===== src/rtl/seq_gen_tx.sv =====
// Framed serial transmitter: each accepted payload word goes out MSB first
// as SYNC_PATTERN header followed by the payload, on a registered bit line.
module seq_gen_tx #(
    parameter int   SYNC_WIDTH    = 5,
    parameter       SYNC_PATTERN  = 5'b10110,
    parameter int   PAYLOAD_WIDTH = 8,
    parameter logic IDLE_BIT      = 1'b0
) (
    input  logic                     clk_i,
    input  logic                     rst_i,
    input  logic [PAYLOAD_WIDTH-1:0] payload_i,
    input  logic                     payload_valid_i,
    output logic                     payload_ready_o,
    output logic                     data_o,
    output logic                     data_valid_o,
    output logic                     frame_start_o,
    output logic                     busy_o
);

    localparam int MAXW = (SYNC_WIDTH > PAYLOAD_WIDTH) ? SYNC_WIDTH : PAYLOAD_WIDTH;
    localparam int CW   = (MAXW > 1) ? $clog2(MAXW) : 1;
    localparam logic [SYNC_WIDTH-1:0] PAT       = SYNC_WIDTH'(SYNC_PATTERN);
    localparam logic [CW-1:0]         SYNC_LAST = CW'(SYNC_WIDTH - 1);
    localparam logic [CW-1:0]         PAY_LAST  = CW'(PAYLOAD_WIDTH - 1);

    generate
        if (SYNC_WIDTH < 1) begin : g_bad_sync_w
            $error("seq_gen_tx: SYNC_WIDTH must be >= 1");
        end
        if (PAYLOAD_WIDTH < 1) begin : g_bad_pay_w
            $error("seq_gen_tx: PAYLOAD_WIDTH must be >= 1");
        end
        if ($bits(SYNC_PATTERN) > SYNC_WIDTH) begin : g_bad_pat
            $error("seq_gen_tx: SYNC_PATTERN wider than SYNC_WIDTH");
        end
    endgenerate

    typedef enum logic [1:0] {S_IDLE, S_SYNC, S_PAYLOAD} state_t;

    state_t                   state_q, state_d;
    logic [CW-1:0]            cnt_q, cnt_d;
    logic [SYNC_WIDTH-1:0]    hdr_q, hdr_d;
    logic [PAYLOAD_WIDTH-1:0] sh_q, sh_d;
    logic                     data_d, dv_d, fs_d;
    logic                     accept;

    // Ready also on the last payload bit so back-to-back frames have no gap.
    assign payload_ready_o = !rst_i && ((state_q == S_IDLE) ||
                             ((state_q == S_PAYLOAD) && (cnt_q == PAY_LAST)));
    assign accept = payload_valid_i && payload_ready_o;
    assign busy_o = data_valid_o;

    always_comb begin
        state_d = state_q;
        cnt_d   = cnt_q;
        hdr_d   = hdr_q;
        sh_d    = sh_q;
        data_d  = data_o;
        dv_d    = data_valid_o;
        fs_d    = 1'b0;
        case (state_q)
            S_IDLE: begin
                data_d = IDLE_BIT;
                dv_d   = 1'b0;
                if (accept) begin
                    state_d = S_SYNC;
                    cnt_d   = '0;
                    data_d  = PAT[SYNC_WIDTH-1];
                    hdr_d   = PAT << 1;
                    sh_d    = payload_i;
                    dv_d    = 1'b1;
                    fs_d    = 1'b1;
                end
            end
            S_SYNC: begin
                if (cnt_q == SYNC_LAST) begin
                    state_d = S_PAYLOAD;
                    cnt_d   = '0;
                    data_d  = sh_q[PAYLOAD_WIDTH-1];
                    sh_d    = sh_q << 1;
                end else begin
                    cnt_d  = cnt_q + 1'b1;
                    data_d = hdr_q[SYNC_WIDTH-1];
                    hdr_d  = hdr_q << 1;
                end
            end
            S_PAYLOAD: begin
                if (cnt_q == PAY_LAST) begin
                    cnt_d = '0;
                    if (accept) begin
                        state_d = S_SYNC;
                        data_d  = PAT[SYNC_WIDTH-1];
                        hdr_d   = PAT << 1;
                        sh_d    = payload_i;
                        dv_d    = 1'b1;
                        fs_d    = 1'b1;
                    end else begin
                        state_d = S_IDLE;
                        data_d  = IDLE_BIT;
                        dv_d    = 1'b0;
                    end
                end else begin
                    cnt_d  = cnt_q + 1'b1;
                    data_d = sh_q[PAYLOAD_WIDTH-1];
                    sh_d   = sh_q << 1;
                end
            end
            default: begin
                state_d = S_IDLE;
                data_d  = IDLE_BIT;
                dv_d    = 1'b0;
            end
        endcase
    end

    always_ff @(posedge clk_i) begin
        if (rst_i) begin
            state_q       <= S_IDLE;
            cnt_q         <= '0;
            hdr_q         <= '0;
            sh_q          <= '0;
            data_o        <= IDLE_BIT;
            data_valid_o  <= 1'b0;
            frame_start_o <= 1'b0;
        end else begin
            state_q       <= state_d;
            cnt_q         <= cnt_d;
            hdr_q         <= hdr_d;
            sh_q          <= sh_d;
            data_o        <= data_d;
            data_valid_o  <= dv_d;
            frame_start_o <= fs_d;
        end
    end

endmodule

===== config.mk =====
export PLATFORM = sky130hd
export DESIGN_NAME = seq_gen_tx
export DESIGN_NICKNAME = d
export VERILOG_FILES = /design/src/rtl/seq_gen_tx.sv
export SDC_FILE = /design/constraint.sdc
export NUM_CORES = 1
export LEC_CHECK = 0
export BUFFER_PORTS_ARGS = -buffer_cell sky130_fd_sc_hd__buf_4
export CAP_MARGIN = 25
export CORE_MARGIN = 2
export CORE_UTILIZATION = 54
export CTS_CLUSTER_DIAMETER = 150
export CTS_CLUSTER_SIZE = 12
export DETAILED_ROUTE_END_ITERATION = 10
export HOLD_SLACK_MARGIN = 0.08
export PLACE_DENSITY = 0.76
export SLEW_MARGIN = 20
export SYNTH_ARGS = -nofsm -noshare
export SYNTH_HDL_FRONTEND = slang
export SYNTH_SLANG_ARGS = --single-unit

===== constraint.sdc =====
create_clock -name clk_i -period 1.9 [get_ports clk_i]
set_input_delay 0.38 -clock clk_i [delete_from_list [all_inputs] [get_ports clk_i]]
set_output_delay 0.38 -clock clk_i [all_outputs]
set_load 0.1 [all_outputs]

==> key figures <==
STA
  • Fin crit share: 96.9%
  • Setup TNS: 0 ns
  • Fin worst setup slack: 0.0586 ns
  • Slew Viols, Final: 0
  • Fin crit period: 1.84 ns
  • Skew final: 0.000924 ns
  • Unrepaired setup endpoints after global routing: no
  • Worst slew pin tran: 0.375 ns
  • Max Clock Freq: 0.543 GHz
  • Final count of hold timing violations: 0
  • Relative slew slack: 75.0%
  • Finish-stage setup viols: 0

Global routing
  • GRT overflow: 0
  • Maximum number of pins on one net before global-route repair: 16
  • Number of global-route vias before repair: 861
  • Initial antenna violation count: 0
  • Global-route wire length before repair: 3.66 mm
  • GRT Util Overall: 23.0%

Run
  • Total of max-cap violations: 0

Finish
  • Area grow syn2layout: 22.4%
  • Commonest non-fill, non-tap cell in the layout: buf_4
  • Fraction of layout cells with a size suffix above 1: 34.7%
  • Nets: 141
  • Diodes inserted: 0
  • Number of fill cells in the layout: 139
  • Most frequent cells in the layout: buf_4 (18), dfxtp_1 (14), a22oi_1 (8)

Floorplanning
  • Die ar.: 2230 um^2
  • Number of I/O pins: 16
  • Width of the die: 47.2 um
  • Area of the core: 1750 um^2
  • Initial Util: 57.7%
  • Die height: 47.2 um
  • Cell Rows: 15

Synth
  • Mapped Cells: 105
  • Top FF cell, synth: dfxtp_1
  • Post-synthesis sequential area ratio: 37.8%
  • Syn_area_per_cell: 9.59 um^2
  • Net count after synthesis: 124
  • Mapped cell area: 1010 um^2
  • Post-synth EDFFs: 0
  • Asr flop ratio synth: 0%
  • Yosys reg bits: 19
  • Yosys cell types: 35
  • Synth warn: 0

Detailed routing
  • Vias: 897
  • DRC: 0
  • Detailed Route WL: 2.26 mm
  • Vias per inst: 6.14
  • Routed Antenna Nets: 0
  • 1st-iter DRT viols: 34
  • Routed len/inst: 15.5 um
  • Drt first pass iters: 4

Clock tree
  • Clock buffer count from CTS: 3
  • Post-cts hold buffer count: 0
  • Clock-pin slew on the worst setup and hold paths: 0.11 ns
  • Htree depth: 1
  • CTS Buffer Depth: 2
  • Clk sinks: 19
  • CTS tree: yes
  • Worst skew pair latency: 0.29 ns
  • CTS root buffer: clkbuf_4

Worst setup path
  • CP arrival: 1.46 ns
  • Worst path slowest cell: dfxtp_2
  • Crit path required time: 1.52 ns
  • CP max stage delay: 0.36 ns
  • Worst setup SP type: flop
  • CP Max Fanout: 6
  • CP cell instances: inv_1 -> ha_4 -> a21oi_2 -> buf_4 -> nor2_4 -> buf_12
  • Critical path class: reg -> out
  • Crit. End Element: primary output

Power and ir drop
  • Pwr/cell area: 1170 nW/um^2
  • Lkg Pwr: 0.000458 uW
  • Worst VDD drop: 0.000765 V

Placement
  • # port buffers: 15
  • Dpl ws: 0.170 ns
  • Detailed placement HPWL: 1.57 mm
  • GPL Wtd Cong: 0.864

Worst hold path
  • HP Class: in -> reg

Status
  • Status: finished clean
## Yosys cell counts (2+ instances only)
library cell,count,area (um^2)
a21oi_1,8,40.0
o21ai_0,2,10.0
o2bb2ai_1,7,61.3
inv_1,5,18.8
a22oi_1,8,60.1
buf_6,2,22.5
a21o_1,2,15.0
nor3_1,5,25.0
clkbuf_2,2,10.0
dfxtp_1,19,380
a31oi_1,2,12.5
o2111ai_1,3,26.3
nand2b_1,2,12.5
nor2_1,5,18.8
nand2_1,6,22.5
ha_1,8,100
## worst max-delay path, delay by kind of cell (launching register included)
family	cells	cell delay, ns
AOI/OAI and AO/OA	1	0.04
adders and majority gates	1	0.19
buffers and inverters	3	0.47
DFF	1	0.36
and+or+nand+nor	1	0.10
## where the power goes
group	leakage (uW)	internal (uW)	total, uW	switching, uW
sequential	0.000157	463	509	45.6
clock	0.0000177	78.4	204	125
combinational	0.000283	287	735	448
total	0.000458	829	1450	619
## registers in the layout, summed over array words and instances (netlist names)
name	count
cnt_q	3
busy_o	1
sh_q	8
frame_start_o	1
hdr_q	3
data_o	1
state_q	2
## final cells by class
type	instances	area, um^2	share of cell area [%]
Inverter	5	18.8	1.52
Multi-Input combinational cell	74	611	49.5
Timing Repair Buffer	19	155	12.6
Tap cell	25	31.3	2.54
Clock buffer	3	22.5	1.83
Sequential cell	19	389	31.6
Clock inverter	1	5.00	0.406
## logic make-up (layout without fill, tap and decap cells)
| logic type | count (synthesis) | after routing | share of synthesized area [%] |
|---|---|---|---|
| buf+inv | 12 | 28 | 6.71 |
| fa+ha+maj | 8 | 8 | 9.94 |
| flops | 19 | 19 | 37.8 |
| simple gates | 22 | 22 | 10.8 |
| compound gates | 44 | 44 | 34.8 |
## metal layers
layer,track usage (%),share of wire [%],up-vias
met1,30.3,44,436
met2,36.2,50,25
met5,0,0,-
met4,10.6,1.9,0
li1,-,-,429
met3,4.62,4.1,7
## final timing paths
| kind | to | cells past startpoint | slack (ns) | startpoint |
|---|---|---|---|---|
| hold / removal | sh_q[0]$_SDFFE_PP0P_ | 2 | 0.32 | payload_i[0] |
| setup reg to reg | sh_q[1]$_SDFFE_PP0P_ | 6 | 0.18 | state_q[1]$_SDFFE_PP0P_ |
| setup / recovery | payload_ready_o | 6 | 0.06 | state_q[1]$_SDFFE_PP0P_ |
| hold reg to reg | sh_q[0]$_SDFFE_PP0P_ | 1 | 0.48 | sh_q[0]$_SDFFE_PP0P_ |
## what timing repair did
item | 4_1_cts | 5_1_grt
endpoints found under the setup margin | 1 | 1
resized for setup | 7 | 11
pin swaps | 0 | 0
buffers inserted | 1 | 0
## through the flow
stage,area [um^2],utilization [%],instances,hold WS [ns],total power [uW]
final,1230,70.6,146,0.319,1450
after global routing,1230,70.6,146,0.310,1530
after CTS,1180,67.9,146,0.318,1390
after detailed placement,1130,64.9,141,0.447,1140
after global placement,1130,64.9,141,0.446,1130
after floorplan,1010,-,105,0.433,1010
Power figures use the tool's default switching activity.
